### config.mk
export PLATFORM = sky130hd
export DESIGN_NAME = spi_apb_sequencer
export DESIGN_NICKNAME = d
export VERILOG_FILES = /design/src/rtl/spi_apb_sequencer.sv
export SDC_FILE = /design/constraint.sdc
export NUM_CORES = 1
export LEC_CHECK = 0
export CAP_MARGIN = 20
export CORE_MARGIN = 1.5
export CORE_UTILIZATION = 50
export CTS_BUF_LIST = sky130_fd_sc_hd__clkbuf_8
export DETAILED_ROUTE_END_ITERATION = 10
export GPL_TIMING_DRIVEN = 1
export PLACE_DENSITY = 0.85
export SYNTH_ARGS = -nofsm -noshare
export SYNTH_HDL_FRONTEND = slang
export SYNTH_SLANG_ARGS = --single-unit
### constraint.sdc
create_clock -name PCLK -period 1.9 [get_ports PCLK]
set_input_delay 0.38 -clock PCLK [delete_from_list [all_inputs] [get_ports PCLK]]
set_output_delay 0.38 -clock PCLK [all_outputs]
set_load 0.01 [all_outputs]
### src/rtl/spi_apb_sequencer.sv
// APB master that configures the SPI core after reset and then runs one
// DR write / SR poll / DR read sequence per host byte request.
module spi_apb_sequencer #(
    parameter logic [7:0]  CR1_VAL    = 8'h50,
    parameter logic [7:0]  CR2_VAL    = 8'h00,
    parameter logic [7:0]  BR_VAL     = 8'h00,
    parameter int unsigned POLL_LIMIT = 1024
) (
    input  logic       PCLK,
    input  logic       PRESET,
    input  logic       req_valid,
    input  logic [7:0] req_data,
    output logic       req_ready,
    output logic       rsp_valid,
    output logic [7:0] rsp_data,
    output logic       rsp_err,
    output logic       cfg_done,
    output logic       cfg_err,
    output logic [2:0] PADDR,
    output logic       PSEL,
    output logic       PENABLE,
    output logic       PWRITE,
    output logic [7:0] PWDATA,
    input  logic [7:0] PRDATA,
    input  logic       PREADY,
    input  logic       PSLVERR
);

    localparam int unsigned      CNT_W     = $clog2(POLL_LIMIT + 1);
    localparam logic [CNT_W-1:0] LAST_POLL = CNT_W'(POLL_LIMIT - 1);

    localparam logic [2:0] ADDR_CR1 = 3'b000;
    localparam logic [2:0] ADDR_CR2 = 3'b001;
    localparam logic [2:0] ADDR_BR  = 3'b010;
    localparam logic [2:0] ADDR_SR  = 3'b011;
    localparam logic [2:0] ADDR_DR  = 3'b101;

    typedef enum logic [3:0] {
        CFG_CR1,
        CFG_CR2,
        CFG_BR,
        IDLE,
        DR_WR,
        SR_POLL,
        DR_RD,
        RESP,
        FAULT
    } state_t;

    state_t           state, state_next;
    logic             phase, phase_next;
    logic             running;
    logic [7:0]       tx_data, tx_next;
    logic [CNT_W-1:0] poll_cnt, poll_next;
    logic [7:0]       rsp_data_next;
    logic             rsp_err_next;
    logic             cfg_done_next;
    logic             cfg_err_next;

    logic             xfer;
    logic [2:0]       addr;
    logic             wr;
    logic [7:0]       wdata;
    logic             done;

    // running stays low for the cycle after reset so every output reads 0
    // while PRESET is held; the first CR1 SETUP follows the first free edge.
    always_ff @(posedge PCLK) begin
        if (PRESET) begin
            state    <= CFG_CR1;
            phase    <= 1'b0;
            running  <= 1'b0;
            tx_data  <= '0;
            poll_cnt <= '0;
            rsp_data <= '0;
            rsp_err  <= 1'b0;
            cfg_done <= 1'b0;
            cfg_err  <= 1'b0;
        end else begin
            state    <= state_next;
            phase    <= phase_next;
            running  <= 1'b1;
            tx_data  <= tx_next;
            poll_cnt <= poll_next;
            rsp_data <= rsp_data_next;
            rsp_err  <= rsp_err_next;
            cfg_done <= cfg_done_next;
            cfg_err  <= cfg_err_next;
        end
    end

    always_comb begin
        state_next    = state;
        phase_next    = phase;
        tx_next       = tx_data;
        poll_next     = poll_cnt;
        rsp_data_next = rsp_data;
        rsp_err_next  = rsp_err;
        cfg_done_next = cfg_done;
        cfg_err_next  = cfg_err;
        xfer          = 1'b0;
        addr          = '0;
        wr            = 1'b0;
        wdata         = '0;
        req_ready     = 1'b0;
        rsp_valid     = 1'b0;

        case (state)
            CFG_CR1: begin
                xfer  = 1'b1;
                addr  = ADDR_CR1;
                wr    = 1'b1;
                wdata = CR1_VAL;
            end
            CFG_CR2: begin
                xfer  = 1'b1;
                addr  = ADDR_CR2;
                wr    = 1'b1;
                wdata = CR2_VAL;
            end
            CFG_BR: begin
                xfer  = 1'b1;
                addr  = ADDR_BR;
                wr    = 1'b1;
                wdata = BR_VAL;
            end
            IDLE: begin
                req_ready = 1'b1;
                if (req_valid) begin
                    tx_next    = req_data;
                    poll_next  = '0;
                    state_next = DR_WR;
                end
            end
            DR_WR: begin
                xfer  = 1'b1;
                addr  = ADDR_DR;
                wr    = 1'b1;
                wdata = tx_data;
            end
            SR_POLL: begin
                xfer = 1'b1;
                addr = ADDR_SR;
            end
            DR_RD: begin
                xfer = 1'b1;
                addr = ADDR_DR;
            end
            RESP: begin
                rsp_valid  = 1'b1;
                state_next = IDLE;
            end
            default: begin
            end
        endcase

        PSEL    = xfer && running;
        PENABLE = PSEL && phase;
        PADDR   = PSEL ? addr : '0;
        PWRITE  = PSEL && wr;
        PWDATA  = PSEL ? wdata : '0;
        done    = PENABLE && PREADY;

        if (PSEL && !phase) begin
            phase_next = 1'b1;
        end

        // Slave responses only matter on the completing ACCESS cycle.
        if (done) begin
            phase_next = 1'b0;
            case (state)
                CFG_CR1, CFG_CR2, CFG_BR: begin
                    if (PSLVERR) begin
                        state_next   = FAULT;
                        cfg_err_next = 1'b1;
                    end else if (state == CFG_CR1) begin
                        state_next = CFG_CR2;
                    end else if (state == CFG_CR2) begin
                        state_next = CFG_BR;
                    end else begin
                        state_next    = IDLE;
                        cfg_done_next = 1'b1;
                    end
                end
                DR_WR: begin
                    if (PSLVERR) begin
                        state_next    = RESP;
                        rsp_err_next  = 1'b1;
                        rsp_data_next = '0;
                    end else begin
                        state_next = SR_POLL;
                    end
                end
                SR_POLL: begin
                    if (PSLVERR || (!PRDATA[7] && poll_cnt == LAST_POLL)) begin
                        state_next    = RESP;
                        rsp_err_next  = 1'b1;
                        rsp_data_next = '0;
                    end else if (PRDATA[7]) begin
                        state_next = DR_RD;
                    end else begin
                        poll_next = poll_cnt + 1'b1;
                    end
                end
                DR_RD: begin
                    state_next    = RESP;
                    rsp_err_next  = PSLVERR;
                    rsp_data_next = PSLVERR ? 8'h00 : PRDATA;
                end
                default: begin
                end
            endcase
        end
    end

endmodule
==> metrics.cfg <==
[synthesis]
synthesized_instance_count = 219
ys_async_sr_fraction = 0
synth-warning-count = 0
synthDominantAreaCellType = dfxtp_1
yosys.cell_types.count = 50
count_of_flip_flops_with_a_built_in_enable_after_synthesis = 0
post_synth_design_cell_area_um2 = 1790
synth_top_area_share = 0.404
yosys_most_used_dff = dfxtp_1
ys_seq_elements = 36
synth.avg_cell_area_um2 = 8.15
ys_seq_area_frac = 0.404
synthesis.nets = 241
post_synth_main_area_contributors = dfxtp_1 40%, a21oi_1 7.6%, nand2_1 7.6%, o21ai_0 3.6%, nor2_1 3.4%

[die]
placementRows = 21
die_w_um = 62.8
pin_count = 48
die-height_um = 62.8
placeableCoreArea_um2 = 3390
initial_core_util = 0.527
dieArea_um2 = 3940

[pwr]
power_report.internal_total_mw = 1.16
power.density_cell_area_nw_per_um2 = 594
share_of_power_burned_in_registers = 0.510
power.share.combinational = 0.088
irDropWorstVdd_v = 0.000412
p_leak_nw = 0.953
net_switching_power_uw = 343
switching_share = 0.229
power_frac_clock = 0.402

[clock_network]
cts_setup_buffers = 0
clock_input_transition_at_the_sequential_cells_of_the_worst_setup_and_hold_paths_ns = 0.07
holdBufCountCts = 0
cts.sinks = 36
clock_tree.root_cell = clkbuf_8
clock_tree_from_tritoncts = yes
cts_buffers = 5
cts-root-to-sink-buffers = 2
worst_skew_pair.late_latency_ns = 0.30
cts-htree-levels = 2

[drt]
drc_errors = 0
routedWlPerCell_um = 13.9
total_wirelength_um = 4550
first_pass_drt_iterations = 4
vias_per_cell = 5.43
vias = 1780
drt-initial-drc-count = 174
final_antenna_net_count = 0

[critical_path]
critical_path.reg2reg.endpoint = poll_cnt[3]$_SDFF_PP0_
r2r.worst_path.cells = 6
r2r_setup_slack_ns = 0.14
crit_path_launch = state[0]$_SDFF_PP0_
critical_path.endpoint_type = output pin
cp_max_fo = 6
worstPathArrival_ns = 1.46
setup.worst_path.class = reg2out
worstReg2RegStart = poll_cnt[0]$_SDFF_PP0_
critical_path.startpoint_type = flip-flop
required_ns = 1.52

[sta]
final_period_minus_worst_setup_slack_ns = 1.84
final_min_period_over_clock_period = 0.967
final-setup-viol-count = 0
final.setup.tns_ns = 0
report.final.slew_viol_count = 0
max_clk_rate_mhz = 544
worst_skew_ns = 0.00921
rsz_0062_raised_after_global_routing = yes
hold_viol_final = 0
worst_pin_slew_ns = 0.402
timing.final.ws_setup_ns = 0.0622
relSlewSlack = 0.732

[worst_hold_path]
timing.hold.worst.class = reg2reg
min_delay_worst_endpoint = poll_cnt[10]$_SDFF_PP0_
holdPathStages = 1
min_from = poll_cnt[10]$_SDFF_PP0_

[cells_and_area]
fin_nets = 304
num_antenna_cells = 0
post-route-util = 0.745
drive_above_1_share = 0.206
areaGrowthSynthToFinish_pct = 41.4

[grt]
grt_antenna_before_repair = 0
grt_residual_overflow = 0
grt_max_degree = 19
grt_usage = 0.257
first_global_vias = 1780
first_pass_grt_wire_length_um = 7940

[outcome]
outcome = completed

[place]
count_of_buffers_from_port_buffering = 47
dp_hpwl_um = 3100
globalplace.congestion = 0.796
dp_slack_ns = -0.146

[run]
cap_violations = 0

## worst max path at each step
stage	end	slack [ns]	cells after the start
after CTS	PENABLE	0.04	4
after global placement	poll_cnt[9]$_SDFF_PP0_	-0.08	6
after detailed placement	poll_cnt[2]$_SDFF_PP0_	-0.15	6
after floorplan	poll_cnt[8]$_SDFF_PP0_	0.31	5
final	PWDATA[3]	0.06	5
after global routing	PWDATA[3]	-0.002	5
## final cells by class
type	instances	area, um^2
well taps	46	57.6
repair buffers	66	603
fillers	245	865
inverters	5	18.8
clock buffers	7	96.3
flip-flops and latches	36	723
multi-input cells	168	1030
## cells in the final DEF (no fill, tap or decap), types with 2 or more instances in the layout
cell             Yosys  layout
o21ai_0             13      13
nor2_1              16      15
or3_1                4       4
dfxtp_2              0       2
and2_1               9       8
dlygate4sd2_1        0       6
buf_4                0      19
clkdlybuf4s50_1      0      32
nand3b_1             2       2
clkbuf_8             0       7
clkbuf_2             0       2
dfxtp_1             36      34
nor3_2               2       3
inv_1                5       5
or2_2                3       3
a2111oi_0            3       2
nand2_1             36      35
nand2b_1             4       2
o311a_1              2       2
a21oi_1             27      26
nand4_1              2       2
a22o_1               2       2
a21o_1               4       4
nor3_1               5       4
nor3b_1              2       2
nand3_2              2       2
clkdlybuf4s15_2      0       6
nor2b_1              2       2
nand3_1              3       3
## critical path: stages (launching register included)
cell and delay, ns:
dfxtp_1 0.32, nand2b_4 0.15, nor3_2 0.18, buf_4 0.16
and2_1 0.13, clkdlybuf4s15_2 0.23
## power groups by stage
stage          logic [mW]  registers (mW)  clock network (mW)
2_1_floorplan      0.0464           0.780                   0
3_3_place_gp        0.132           0.780                   0
3_5_place_dp        0.133           0.780                   0
4_1_cts             0.132           0.764               0.605
5_1_grt             0.143           0.764               0.645
6_report            0.132           0.764               0.603
## logic make-up (layout without fill, tap and decap cells)
family | count (synthesis) | in the layout | share of synthesized area
flops | 36 | 36 | 0.404
xor+xnor | 2 | 2 | 0.00981
mux | 2 | 2 | 0.0119
compound gates | 60 | 60 | 0.213
fa+ha+maj | 1 | 1 | 0.00701
buf+inv | 15 | 78 | 0.0371
simple gates | 103 | 103 | 0.317
## registers in the layout, indices dropped and copies added (netlist names)
signal / count
poll_cnt: 11
rsp_data: 8
tx_data: 8
state: 4
cfg_done: 1
cfg_err: 1
phase: 1
rsp_err: 1
running: 1
## through the flow
step	total power, mW	std cells	area, um^2	hold WS [ns]
3_5_place_dp	0.913	321	2410	0.434
4_1_cts	1.50	328	2520	0.444
2_1_floorplan	0.827	219	1790	0.423
6_report	1.50	328	2520	0.442
3_3_place_gp	0.913	321	2410	0.429
5_1_grt	1.55	328	2520	0.463
## synthesized netlist by cell type, types with 2 or more instances
cell type,number
dfxtp_1,36
a21oi_1,27
nand3_1,3
nand2_1,36
nand3b_1,2
buf_2,2
a22o_1,2
nor2_1,16
nor3_2,2
nor3b_1,2
nor2b_1,2
nand3_2,2
and2_1,9
nand2b_1,4
or2_2,3
a21o_1,4
inv_1,5
o21ai_0,13
o311a_1,2
nand4_1,2
clkbuf_1,7
or3_1,4
a2111oi_0,3
nor3_1,5
## routing by layer
metal	wire, um	vias up	track usage	part of all wire
met1	2060	825	0.295	0.45
met5	0	-	0	0
met3	161	12	0.0721	0.035
met2	2220	42	0.440	0.49
met4	117	0	0.119	0.026
li1	-	901	-	-
## repair_timing
action	CTS	global route
resized for setup	35	7
pin swaps	1	1
cloned	0	0
setup endpoints to repair	15	12
No activity file was read; power rests on OpenSTA's default activity.
